===== config.mk =====
export PLATFORM = sky130hd
export DESIGN_NAME = cpu_debug_ctl
export DESIGN_NICKNAME = d
export VERILOG_FILES = /design/src/rtl/cpu_debug_ctl.sv
export SDC_FILE = /design/constraint.sdc
export NUM_CORES = 1
export LEC_CHECK = 0
export CAP_MARGIN = 20
export CORE_ASPECT_RATIO = 0.5
export CORE_MARGIN = 1.5
export CORE_UTILIZATION = 54
export CTS_BUF_LIST = sky130_fd_sc_hd__clkbuf_4
export CTS_CLUSTER_SIZE = 30
export DETAILED_ROUTE_END_ITERATION = 10
export PLACE_DENSITY_LB_ADDON = 0.08
export SYNTH_ARGS = -nofsm -noshare
export SYNTH_HDL_FRONTEND = slang
export SYNTH_SLANG_ARGS = --single-unit

===== constraint.sdc =====
create_clock -name clk -period 2.25 [get_ports clk]
set_input_delay 0.45 -clock clk [delete_from_list [all_inputs] [get_ports clk]]
set_output_delay 0.45 -clock clk [all_outputs]
set_load 0.01 [all_outputs]

===== src/rtl/cpu_debug_ctl.sv =====
// cpu_debug_ctl - debug run-control for the CPU pipeline.
//
// Host commands (halt, run, single-step, breakpoint set/clear, PC read) arrive
// on a valid/ready port and each one yields exactly one response on a one-deep
// response port. Retirement is sampled in stage 4. A registered global freeze
// (dbg_halt) is driven back into the pipeline.
//
// Ports:
//   clk, rst_b                 core clock, async active-low reset
//   valid_4a, kill_4a, pc_4a   stage-4 retirement sample
//   cmd_valid/cmd_ready        host command handshake; cmd_op, cmd_data payload
//   rsp_valid/rsp_ready        host response handshake; rsp_data payload
//   dbg_halt                   pipeline freeze (1 = all stages hold)
//   halted                     state == HALTED
//
// Optional feature macro: DEBUG_CYCLE_CTR_EN builds a 32-bit run-cycle counter
// (READ_CYC returns it, op 7 clears it). Without it READ_CYC returns 0 and op 7
// is a NOP.
//
// state  | meaning
// RUN    | pipeline free-running, breakpoints armed
// HALTED | pipeline frozen, waiting for RUN or STEP
// STEP   | pipeline free until the first retirement, then back to HALTED
module cpu_debug_ctl #(
  parameter int NUM_BP        = 2,
  parameter bit HALT_ON_RESET = 1'b0
) (
  input  logic        clk,
  input  logic        rst_b,
  input  logic        valid_4a,
  input  logic        kill_4a,
  input  logic [31:0] pc_4a,
  input  logic        cmd_valid,
  output logic        cmd_ready,
  input  logic [3:0]  cmd_op,
  input  logic [31:0] cmd_data,
  output logic        rsp_valid,
  input  logic        rsp_ready,
  output logic [31:0] rsp_data,
  output logic        dbg_halt,
  output logic        halted
);

  typedef enum logic [1:0] {
    ST_RUN    = 2'd0,
    ST_HALTED = 2'd1,
    ST_STEP   = 2'd2
  } state_t;

  localparam logic [2:0] RSN_NONE = 3'd0;
  localparam logic [2:0] RSN_CMD  = 3'd1;
  localparam logic [2:0] RSN_STEP = 3'd2;
  localparam logic [2:0] RSN_RST  = 3'd3;

  localparam state_t     RST_STATE  = HALT_ON_RESET ? ST_HALTED : ST_RUN;
  localparam logic [2:0] RST_REASON = HALT_ON_RESET ? RSN_RST : RSN_NONE;

  state_t             state_q, state_d;
  logic [2:0]         reason_q, reason_d;
  logic [31:0]        last_pc_q, last_pc_d;
  logic [29:0]        bp_pc_q [NUM_BP];
  logic [29:0]        bp_pc_d [NUM_BP];
  logic [NUM_BP-1:0]  bp_en_q, bp_en_d;
  logic               rsp_valid_q, rsp_valid_d;
  logic [31:0]        rsp_data_q, rsp_data_d;
  logic [31:0]        cyc_val;

  logic       retire;
  logic       bp_hit;
  logic [1:0] bp_idx;
  logic       cmd_fire;
  logic       op_halt, op_run, op_step;

  // Bit 1 of SET_BP data is a reserved hole in the encoding.
  logic unused_cmd_bit;
  assign unused_cmd_bit = cmd_data[1];

  assign dbg_halt  = (state_q == ST_HALTED);
  assign halted    = (state_q == ST_HALTED);
  assign cmd_ready = ~rsp_valid_q;
  assign rsp_valid = rsp_valid_q;
  assign rsp_data  = rsp_data_q;

  assign retire   = valid_4a & ~kill_4a & ~dbg_halt;
  assign cmd_fire = cmd_valid & ~rsp_valid_q;
  assign op_halt  = cmd_fire & (cmd_op == 4'd1);
  assign op_run   = cmd_fire & (cmd_op == 4'd2);
  assign op_step  = cmd_fire & (cmd_op == 4'd3);

  // Scan from the top so the lowest-indexed hitting comparator wins.
  always_comb begin
    bp_hit = 1'b0;
    bp_idx = 2'd0;
    for (int i = NUM_BP - 1; i >= 0; i--) begin
      if (retire && bp_en_q[i] && (pc_4a[31:2] == bp_pc_q[i])) begin
        bp_hit = 1'b1;
        bp_idx = 2'(i);
      end
    end
  end

  always_comb begin
    state_d  = state_q;
    reason_d = reason_q;
    case (state_q)
      ST_RUN: begin
        if (bp_hit) begin
          state_d  = ST_HALTED;
          reason_d = {1'b1, bp_idx};
        end else if (op_halt) begin
          state_d  = ST_HALTED;
          reason_d = RSN_CMD;
        end else if (op_step) begin
          state_d  = ST_STEP;
          reason_d = RSN_NONE;
        end else if (op_run) begin
          reason_d = RSN_NONE;
        end
      end
      ST_HALTED: begin
        if (op_run) begin
          state_d  = ST_RUN;
          reason_d = RSN_NONE;
        end else if (op_step) begin
          state_d  = ST_STEP;
          reason_d = RSN_NONE;
        end
      end
      ST_STEP: begin
        // The retirement completes the step even if HALT lands in the same cycle.
        if (retire) begin
          state_d  = ST_HALTED;
          reason_d = RSN_STEP;
        end else if (op_halt) begin
          state_d  = ST_HALTED;
          reason_d = RSN_CMD;
        end else if (op_run) begin
          state_d  = ST_RUN;
          reason_d = RSN_NONE;
        end else if (op_step) begin
          reason_d = RSN_NONE;
        end
      end
      default: begin
        state_d  = ST_RUN;
        reason_d = RSN_NONE;
      end
    endcase
  end

  always_comb begin
    last_pc_d = retire ? pc_4a : last_pc_q;
    bp_pc_d   = bp_pc_q;
    bp_en_d   = bp_en_q;
    if (cmd_fire && (cmd_op == 4'd4)) begin
      bp_en_d = '0;
    end
    // Indices beyond NUM_BP match no comparator, so those ops fall through as NOPs.
    for (int i = 0; i < NUM_BP; i++) begin
      if (cmd_fire && cmd_op[3] && (cmd_op[2:0] == 3'(i))) begin
        bp_pc_d[i] = cmd_data[31:2];
        bp_en_d[i] = cmd_data[0];
      end
    end
  end

`ifdef DEBUG_CYCLE_CTR_EN
  logic [31:0] cyc_q, cyc_d;

  always_comb begin
    cyc_d = dbg_halt ? cyc_q : cyc_q + 32'd1;
    if (cmd_fire && (cmd_op == 4'd7)) begin
      cyc_d = '0;
    end
  end

  always_ff @(posedge clk or negedge rst_b) begin
    if (!rst_b) cyc_q <= '0;
    else        cyc_q <= cyc_d;
  end

  assign cyc_val = cyc_q;
`else
  assign cyc_val = 32'h0;
`endif

  // Status responses report the state as it stands after this command's effect.
  always_comb begin
    rsp_valid_d = rsp_valid_q;
    rsp_data_d  = rsp_data_q;
    if (rsp_valid_q && rsp_ready) begin
      rsp_valid_d = 1'b0;
    end
    if (cmd_fire) begin
      rsp_valid_d = 1'b1;
      case (cmd_op)
        4'd5:    rsp_data_d = last_pc_q;
        4'd6:    rsp_data_d = cyc_val;
        default: rsp_data_d = {24'b0, reason_d, 3'b0, state_d};
      endcase
    end
  end

  always_ff @(posedge clk or negedge rst_b) begin
    if (!rst_b) begin
      state_q     <= RST_STATE;
      reason_q    <= RST_REASON;
      last_pc_q   <= '0;
      for (int i = 0; i < NUM_BP; i++) bp_pc_q[i] <= '0;
      bp_en_q     <= '0;
      rsp_valid_q <= 1'b0;
      rsp_data_q  <= '0;
    end else begin
      state_q     <= state_d;
      reason_q    <= reason_d;
      last_pc_q   <= last_pc_d;
      bp_pc_q     <= bp_pc_d;
      bp_en_q     <= bp_en_d;
      rsp_valid_q <= rsp_valid_d;
      rsp_data_q  <= rsp_data_d;
    end
  end

endmodule


Yosys cells after proc, flatten, opt, wreduce, memory -nomap -nowiden:

Index checks and enable logic that the tools add are counted.
Widths: inputs -> output; s select.

* eq/ne operators: 11
* mux-type cells: 27
* bitwise operators: 9
* reduce and logical (&&, ||, !) cells: 14

Operators by type and width (number)
* $pmux 32 s2: 1
* $eq 30x30->1: 2
* $mux 3: 8
* $mux 2: 9
* $eq 4x3->1 const B: 3
* $logic_and 1x1->1: 9
* $pmux 3 s3: 1
* $eq 4x2->1 const B: 2
* $mux 1: 7
* $and 1x1->1: 6
* $pmux 2 s3: 1
* $reduce_bool 2->1: 3
* $eq 4x1->1 const B: 1
* $eq 3x1->1 const B: 1
* $logic_not 3->1: 1
* $not 1->1: 3
* $eq 2x1->1 const B: 1
* $eq 2x2->1 const B: 1
* $logic_not 2->1: 1

* bits in registers: 132
* input bits: 74
* output and inout port bits: 36

Longest topological paths before layout:

Gate-level depths: netlist of the first run.

* depth in word-level cells: 10
* depth in mapped cells: 7

Least setup slack after synthesis of the first run:

Ideal clock, no wire load.

* path type: input-to-reg
* start point: input port kill_4a
* end point: register rsp_data_q[1] (netlist: rsp_data[1])
* data arrival time: 1685 ps
* data required time: 2112 ps
* path slack: 428 ps
* stages on the path: 6
* cell sequence: and2b_2 > nand2_8 > nor4_1 > nand3_1 > o31ai_4 > o21ai_0

* cells in the longest elaborated chain, start to end: 10

Ends and longest elaborated chain
* from (decl): line 31 `input logic kill_4a,`
* $not 1->1 *: line 84 `assign retire = valid_4a & ~kill_4a & ~dbg_halt;`
* $and 1x1->1 * (2 in a row): line 84
* $logic_and 1x1->1 (2 in a row): line 95 `if (retire && bp_en_q[i] && (pc_4a[31:2] == bp_pc_q[i])) begin`
* $mux 1 (2 in a row): line 95
* $mux 2: line 107 `if (bp_hit) begin`
* $pmux 2 s3 *: line 105 `case (state_q)`
* $pmux 32 s2 *: line 196 `case (cmd_op)`
* to (signal assigned): line 220 `rsp_data_q <= rsp_data_d;`
* to (decl): line 65 `logic [31:0] rsp_data_q, rsp_data_d;`

Mark *: on every way between the ends. The rest lies on a longest branch, timed or not.
A chain may end at the register's enable or synchronous reset.

Worst setup path after layout of the first run:

* start point: register rsp_valid_q (netlist: rsp_valid)
* end point: output port cmd_ready

* cells in the longest elaborated chain, start to end: 1

Ends and longest elaborated chain
* from (decl): line 64 `logic rsp_valid_q, rsp_valid_d;`
* from (signal assigned): line 219 `rsp_valid_q <= rsp_valid_d;`
* $not 1->1: line 80 `assign cmd_ready = ~rsp_valid_q;`
* to (decl): line 34 `output logic cmd_ready,`

No other way between the ends.

==> results of run 1 <==
==> cell usage in the layout, fill, tap and decap left out, types with 2 or more instances in the layout <==
cell and count:
xnor2_1 28, buf_4 29, a21oi_1 8, nor2_1 13, nand3_1 32, dfrtp_1 131, bufinv_16 4, nand3b_1 3
nor4b_2 2, inv_6 5, clkinv_2 2, a31o_2 3, inv_1 2, buf_12 4, dlymetal6s2s_1 2, clkinvlp_4 2
nor2b_1 2, nor4_1 12, o21ai_0 15, nand4_1 9, xor2_1 32, mux2_2 91, nand2_1 67, nand2b_1 5
a21bo_2 2, clkdlybuf4s50_1 105, a21boi_0 2, clkbuf_4 18
==> layer usage <==
metal  vias to the layer above  GRT usage  wire, um
li1                       2050          -         -
met3                        20     0.0788       894
met5                         -          0         0
met1                      2136      0.370      6900
met4                         0     0.0798       202
met2                       123      0.389      6420
==> how the worst max path moves through the flow <==
stage | startpoint | endpoint | slack [ns] | depth (start not counted)
global placement | pc_4a[28] | rsp_data[1] | -0.22 | 6
finish | rsp_valid | cmd_ready | 0.17 | 2
detailed placement | pc_4a[28] | rsp_data[1] | -0.27 | 6
floorplan | kill_4a | rsp_data[1] | 0.43 | 6
CTS | state_q[1] | halted | 0.01 | 3
global route | rsp_valid | cmd_ready | 0.06 | 2
==> worst max-delay path, stage by stage, from the launching register on <==
cell and delay (ns):
dfrtp_1 0.46, inv_1 0.09, clkdlybuf4s50_1 0.54
==> power groups by stage <==
stage          logic (mW)  registers (mW)  clock network, mW
6_report             1.64            3.19               1.86
4_1_cts              1.64            3.18               1.89
2_1_floorplan       0.958            3.18                  0
5_1_grt              1.79            3.24               1.99
3_3_place_gp         1.58            3.21                  0
3_5_place_dp         1.62            3.24                  0
==> area by class of cell <==
type / instances / area [um^2] / area share
Multi-Input combinational cell: 350 / 2650 / 0.337
Clock buffer: 18 / 135 / 0.0172
Tap cell: 145 / 181 / 0.0231
Timing Repair Buffer: 141 / 1380 / 0.176
Sequential cell: 132 / 3300 / 0.420
Clock inverter: 14 / 198 / 0.0251
Inverter: 3 / 11.3 / 0.00143
==> through the flow <==
step	setup WS [ns]	total power [mW]	hold WS (ns)	setup TNS [ns]	instances
2_1_floorplan	0.428	4.13	0.154	0	507
5_1_grt	0.0639	7.02	0.417	0	803
3_3_place_gp	-0.218	4.78	0.451	-2.81	769
6_report	0.169	6.68	0.426	0	803
3_5_place_dp	-0.273	4.86	0.456	-3.29	769
4_1_cts	0.0113	6.71	0.405	0	803
==> state kept, by name (all words and copies together), names as in the netlist <==
| name | flops |
|---|---|
| bp_en_q | 2 |
| bp_pc_q | 60 |
| last_pc_q | 32 |
| reason_q | 3 |
| rsp_data | 32 |
| rsp_valid | 1 |
| state_q | 2 |
==> logic make-up (layout without fill, tap and decap cells) <==
family                    count (synthesis)  in the layout  synth area share
AOI/OAI and AO/OA                        40             40            0.0450
buffers and inverters                    25            176            0.0178
muxes                                    92             92             0.171
DFF                                     132            132             0.545
xor gates and xnor gates                 60             60            0.0868
and+or+nand+nor                         158            158             0.134
==> repair_timing <==
action                                  CTS  global route
hold buffers                              1             0
endpoints found under the hold margin    36             0
buffers inserted                          1             0
resized for setup                         2             2
endpoints found under the setup margin    2             2
cloned                                    0             0
==> impl_metrics.py, run 1 <==
metrics = {
    "drt": {
        "dr.pass1.iters": 5,
        "ant_nets": 0,
        "drt-total-wl_um": 14400,
        "drt_iter0_markers": 204,
        "vias": 4329,
        "vias_per_cell": 5.39,
        "drc": 0,
        "post_drt_wl_per_cell_um": 17.9,
    },
    "global_routing": {
        "overflow": 0,
        "grt_pass1_vias": 4475,
        "grtUsageTotal": 0.262,
        "antenna_found_initial": 0,
        "grt_max_degree": 44,
        "grt_pass1_wl_um": 23500,
    },
    "logic_synthesis": {
        "synthArstFlopShare": 1.00,
        "yosysTopAreaCell": "dfrtp_1",
        "synth_enable_flop_cells": 0,
        "postSynthCellCount": 507,
        "synth_common_cells": "dfrtp_1 (132), mux2_2 (91), nand2_1 (67), nand3_1 (32), xor2_1 (32)",
        "synthFlopType": "dfrtp_1",
        "syn_area_um2": 6060,
        "synth_seq_area_share": 0.545,
        "syn_avg_cell_area_um2": 11.9,
        "synth_area_leaders": "dfrtp_1 (55%), mux2_2 (17%), xor2_1 (4.6%)",
        "synth_top_area_frac": 0.545,
        "synth_warnings": 0,
        "syn-num-nets": 581,
        "synth_most_common_cell": "dfrtp_1",
        "ys_ff_latch": 132,
        "synthDistinctLibCells": 45,
    },
    "floorplan": {
        "initial_utilization": 0.553,
        "die_w_um": 153,
        "ios": 110,
        "dieHeight_um": 77.9,
        "die_area_um2": 11900,
        "num_rows": 27,
        "core_um2": 10900,
    },
    "final_layout": {
        "fin_util": 0.719,
        "nFillCells": 816,
        "nets": 719,
        "layout-drive-gt1-share": 0.266,
        "syn2layout_area_growth_pct": 29.8,
        "n_antenna_cell": 0,
        "design_area_um2": 7870,
    },
    "placement": {
        "dp_hpwl_um": 10700,
        "io_buffers": 108,
        "place_congestion": 0.882,
        "place_area_um2": 7510,
    },
    "sta": {
        "hold_viol": 0,
        "setup_viol": 0,
        "worst_pin_slew_ns": 0.548,
        "rsz0062_at_grt": "no",
        "drv_slew": 0,
        "period_share": 0.925,
        "skew_ns": 0.0299,
        "fmax_mhz": 480,
        "fin_crit_ns": 2.08,
        "relSlewSlack": 0.634,
    },
    "worst_setup_path": {
        "r2r_slack_ns": 0.26,
        "worstPathArrival_ns": 1.63,
        "worstPathMaxFanout": 5,
        "worstSetupEndpointType": "output pin",
        "r2r-start": "bp_pc_q[26]",
        "worstSetupStartpointType": "flop",
        "rr_worst_depth": 5,
        "required_ns": 1.80,
        "crit_type": "flop to output pin",
        "worstReg2RegEnd": "rsp_data[0]",
    },
    "cts": {
        "cts.sinks": 132,
        "h-tree-depth": 4,
        "cts.path.max_buffers": 2,
        "clk_pin_slew_ns": 0.14,
        "tritoncts": "done",
        "root_buffer": "clkbuf_4",
        "cts_buffers": 17,
        "worstSkewPairLatency_ns": 0.53,
    },
    "min_path": {
        "hold_class": "primary input to async pin",
    },
    "power_and_ir_drop": {
        "intPower_mw": 4.69,
        "vdd_ir_drop_max_v": 0.000646,
        "seqPwrFrac": 0.477,
        "switching_share": 0.298,
        "cellLeakagePower_nw": 3.56,
        "combPwrFrac": 0.245,
        "power_density_nw_per_um2": 849,
        "clkPwrFrac": 0.278,
        "p_switching_mw": 1.99,
    },
    "job": {
        "drv_cap": 0,
    },
    "run_status": {
        "status": "completed",
    },
}
No activity file was read; power rests on OpenSTA's default activity.
==> inputs of run 2 (changes only) <==
--- a/config.mk
+++ b/config.mk
@@ -8,11 +8,12 @@
 export CAP_MARGIN = 20
 export CORE_ASPECT_RATIO = 0.5
 export CORE_MARGIN = 1.5
-export CORE_UTILIZATION = 54
+export CORE_UTILIZATION = 59
 export CTS_BUF_LIST = sky130_fd_sc_hd__clkbuf_4
 export CTS_CLUSTER_SIZE = 30
 export DETAILED_ROUTE_END_ITERATION = 10
 export PLACE_DENSITY_LB_ADDON = 0.08
+export SLEW_MARGIN = 20
 export SYNTH_ARGS = -nofsm -noshare
 export SYNTH_HDL_FRONTEND = slang
 export SYNTH_SLANG_ARGS = --single-unit
==> constraint.sdc (replaced) <==
create_clock -name clk -period 2.5 [get_ports clk]
set_input_delay 0.5 -clock clk [delete_from_list [all_inputs] [get_ports clk]]
set_output_delay 0.5 -clock clk [all_outputs]
set_load 0.01 [all_outputs]
==> impl_metrics.py, run 2 (same netlist as run 1, synthesis figures left out) <==
metrics = {
    "placement": {
        "dp_hpwl_um": 10600,
        "dp_slack_ns": -0.0835,
        "io_buffers": 108,
        "place_congestion": 0.887,
    },
    "worst_setup_path": {
        "worstSetupEndpointType": "output pin",
        "r2r-start": "state_q[1]",
        "worstPathArrival_ns": 1.84,
        "worstPathMaxFanout": 6,
        "path_cells": "nand2b_4 > inv_2 > clkdlybuf4s50_1",
        "cpMaxStageDelayCell": "clkdlybuf4s50_1",
        "required_ns": 2.00,
        "worstSetupStartpointType": "flop",
        "crit_type": "flop to output pin",
        "worstReg2RegEnd": "rsp_data[1]",
        "path_delay_family": "buffers and inverters",
        "cp_num_buf_inv": 2,
        "crit_path_max_incr_delay_ns": 0.54,
        "rr_worst_depth": 6,
        "r2r_slack_ns": 0.50,
    },
    "job": {
        "drv_cap": 0,
    },
    "final_layout": {
        "most-common-layout-cells": "dfrtp_1 (132), clkdlybuf4s50_1 (107), mux2_2 (91), nand2_1 (67)",
        "syn2layout_area_growth_pct": 27.1,
        "nFillCells": 640,
        "largest_reg_flops": 60,
        "top_register": "bp_pc_q",
        "nets": 707,
        "n_antenna_cell": 0,
        "layout-drive-gt1-share": 0.249,
        "final_common_cell": "dfrtp_1",
    },
    "drt": {
        "drt_iter0_markers": 232,
        "drc": 0,
        "vias_per_cell": 5.57,
        "ant_nets": 0,
        "vias": 4351,
        "post_drt_wl_per_cell_um": 18.1,
        "drt-total-wl_um": 14100,
        "dr.pass1.iters": 4,
    },
    "cts": {
        "cts_buffers": 17,
        "clk_pin_slew_ns": 0.12,
        "post_cts_buffers": 0,
        "cts.sinks": 132,
        "cts.path.max_buffers": 2,
        "root_buffer": "clkbuf_4",
        "tritoncts": "done",
        "h-tree-depth": 4,
        "worstSkewPairLatency_ns": 0.55,
    },
    "floorplan": {
        "die_w_um": 146,
        "num_rows": 25,
        "dieHeight_um": 74.6,
        "die_area_um2": 10900,
        "ios": 110,
        "core_um2": 9700,
        "initial_utilization": 0.625,
    },
    "run_status": {
        "status": "completed",
    },
    "sta": {
        "relSlewSlack": 0.607,
        "setup_viol": 0,
        "fin_crit_ns": 2.34,
        "hold_viol": 0,
        "drv_slew": 0,
        "setup_ws_ns": 0.156,
        "skew_ns": 0.0207,
        "period_share": 0.937,
        "rsz0062_at_grt": "no",
        "finalSetupTns_ns": 0,
        "fmax_mhz": 427,
        "worst_pin_slew_ns": 0.589,
    },
    "global_routing": {
        "grtUsageTotal": 0.279,
        "antenna_found_initial": 0,
        "grt_pass1_wl_um": 22500,
        "grt_pass1_vias": 4320,
        "grt_max_degree": 43,
        "overflow": 0,
    },
    "power_and_ir_drop": {
        "vdd_ir_drop_max_v": 0.000466,
        "power_density_nw_per_um2": 735,
        "cellLeakagePower_nw": 3.42,
    },
    "min_path": {
        "hold_class": "primary input to async pin",
    },
}
==> run 2: cell types whose count changed in the layout (fill, tap and decap cells not counted), moves of 2 or more <==
cell	previous run	this run
clkinv_2	2	0
clkdlybuf4s50_1	105	107
clkinvlp_4	2	7
buf_4	29	16
inv_6	5	3
dlymetal6s2s_1	2	0
bufinv_16	4	1
==> run 2: stage by stage <==
step / util / hold slack [ns] / cells / area, um^2 / power, mW
after floorplan: - / 0.204 / 507 / 6060 / 3.72
after global placement: 0.766 / 0.450 / 748 / 7430 / 4.26
after detailed placement: 0.766 / 0.455 / 748 / 7430 / 4.34
after CTS: 0.794 / 0.470 / 781 / 7700 / 5.69
after global routing: 0.794 / 0.507 / 781 / 7700 / 5.95
final: 0.794 / 0.480 / 781 / 7700 / 5.66
==> run 2: repair_timing <==
item,CTS,global route
endpoints found under the hold margin,38,0
hold buffers,1,0
setup endpoints to repair,0,2
resized for setup,0,1
==> run 2: worst max-delay path by stage <==
stage	from	endpoint	slack, ns	cells past startpoint
3_5_place_dp	kill_4a	rsp_data[1]	-0.08	7
4_1_cts	state_q[1]	halted	0.05	3
3_3_place_gp	kill_4a	rsp_data[1]	-0.03	7
2_1_floorplan	kill_4a	rsp_data[1]	0.63	6
6_report	state_q[1]	halted	0.16	3
5_1_grt	state_q[1]	dbg_halt	0.05	3
==> run 2: cell type report <==
cell class / instances / area, um^2 / share of cell area
clock buffer: 18 / 135 / 0.0175
clock inverter: 14 / 130 / 0.0169
inverter: 3 / 11.3 / 0.00146
multi-input combinational: 350 / 2650 / 0.344
sequential: 132 / 3300 / 0.429
tap: 135 / 169 / 0.0219
timing repair buffer: 129 / 1300 / 0.169
==> run 2: layer usage <==
layer	up-vias	GRT usage	routed length [um]
met5	-	0	0
met4	0	0.0606	99
met3	9	0.0855	815
met2	129	0.450	6560
met1	2187	0.381	6650
li1	2026	-	-
==> run 2: where the power goes <==
group          leakage [nW]  switching, mW  internal, mW
Clock                 0.121          0.844         0.509
Combinational          1.63          0.642         0.793
Sequential             1.67          0.294          2.58
Total                  3.42           1.78          3.88
==> run 2: worst reg2reg max path: stages (launching register included) <==
cell and delay (ns):
dfrtp_1 0.45, nand2b_4 0.20, nand2_8 0.07, nor4_1 0.29, nand3_1 0.17, o31ai_4 0.53, o21ai_0 0.16
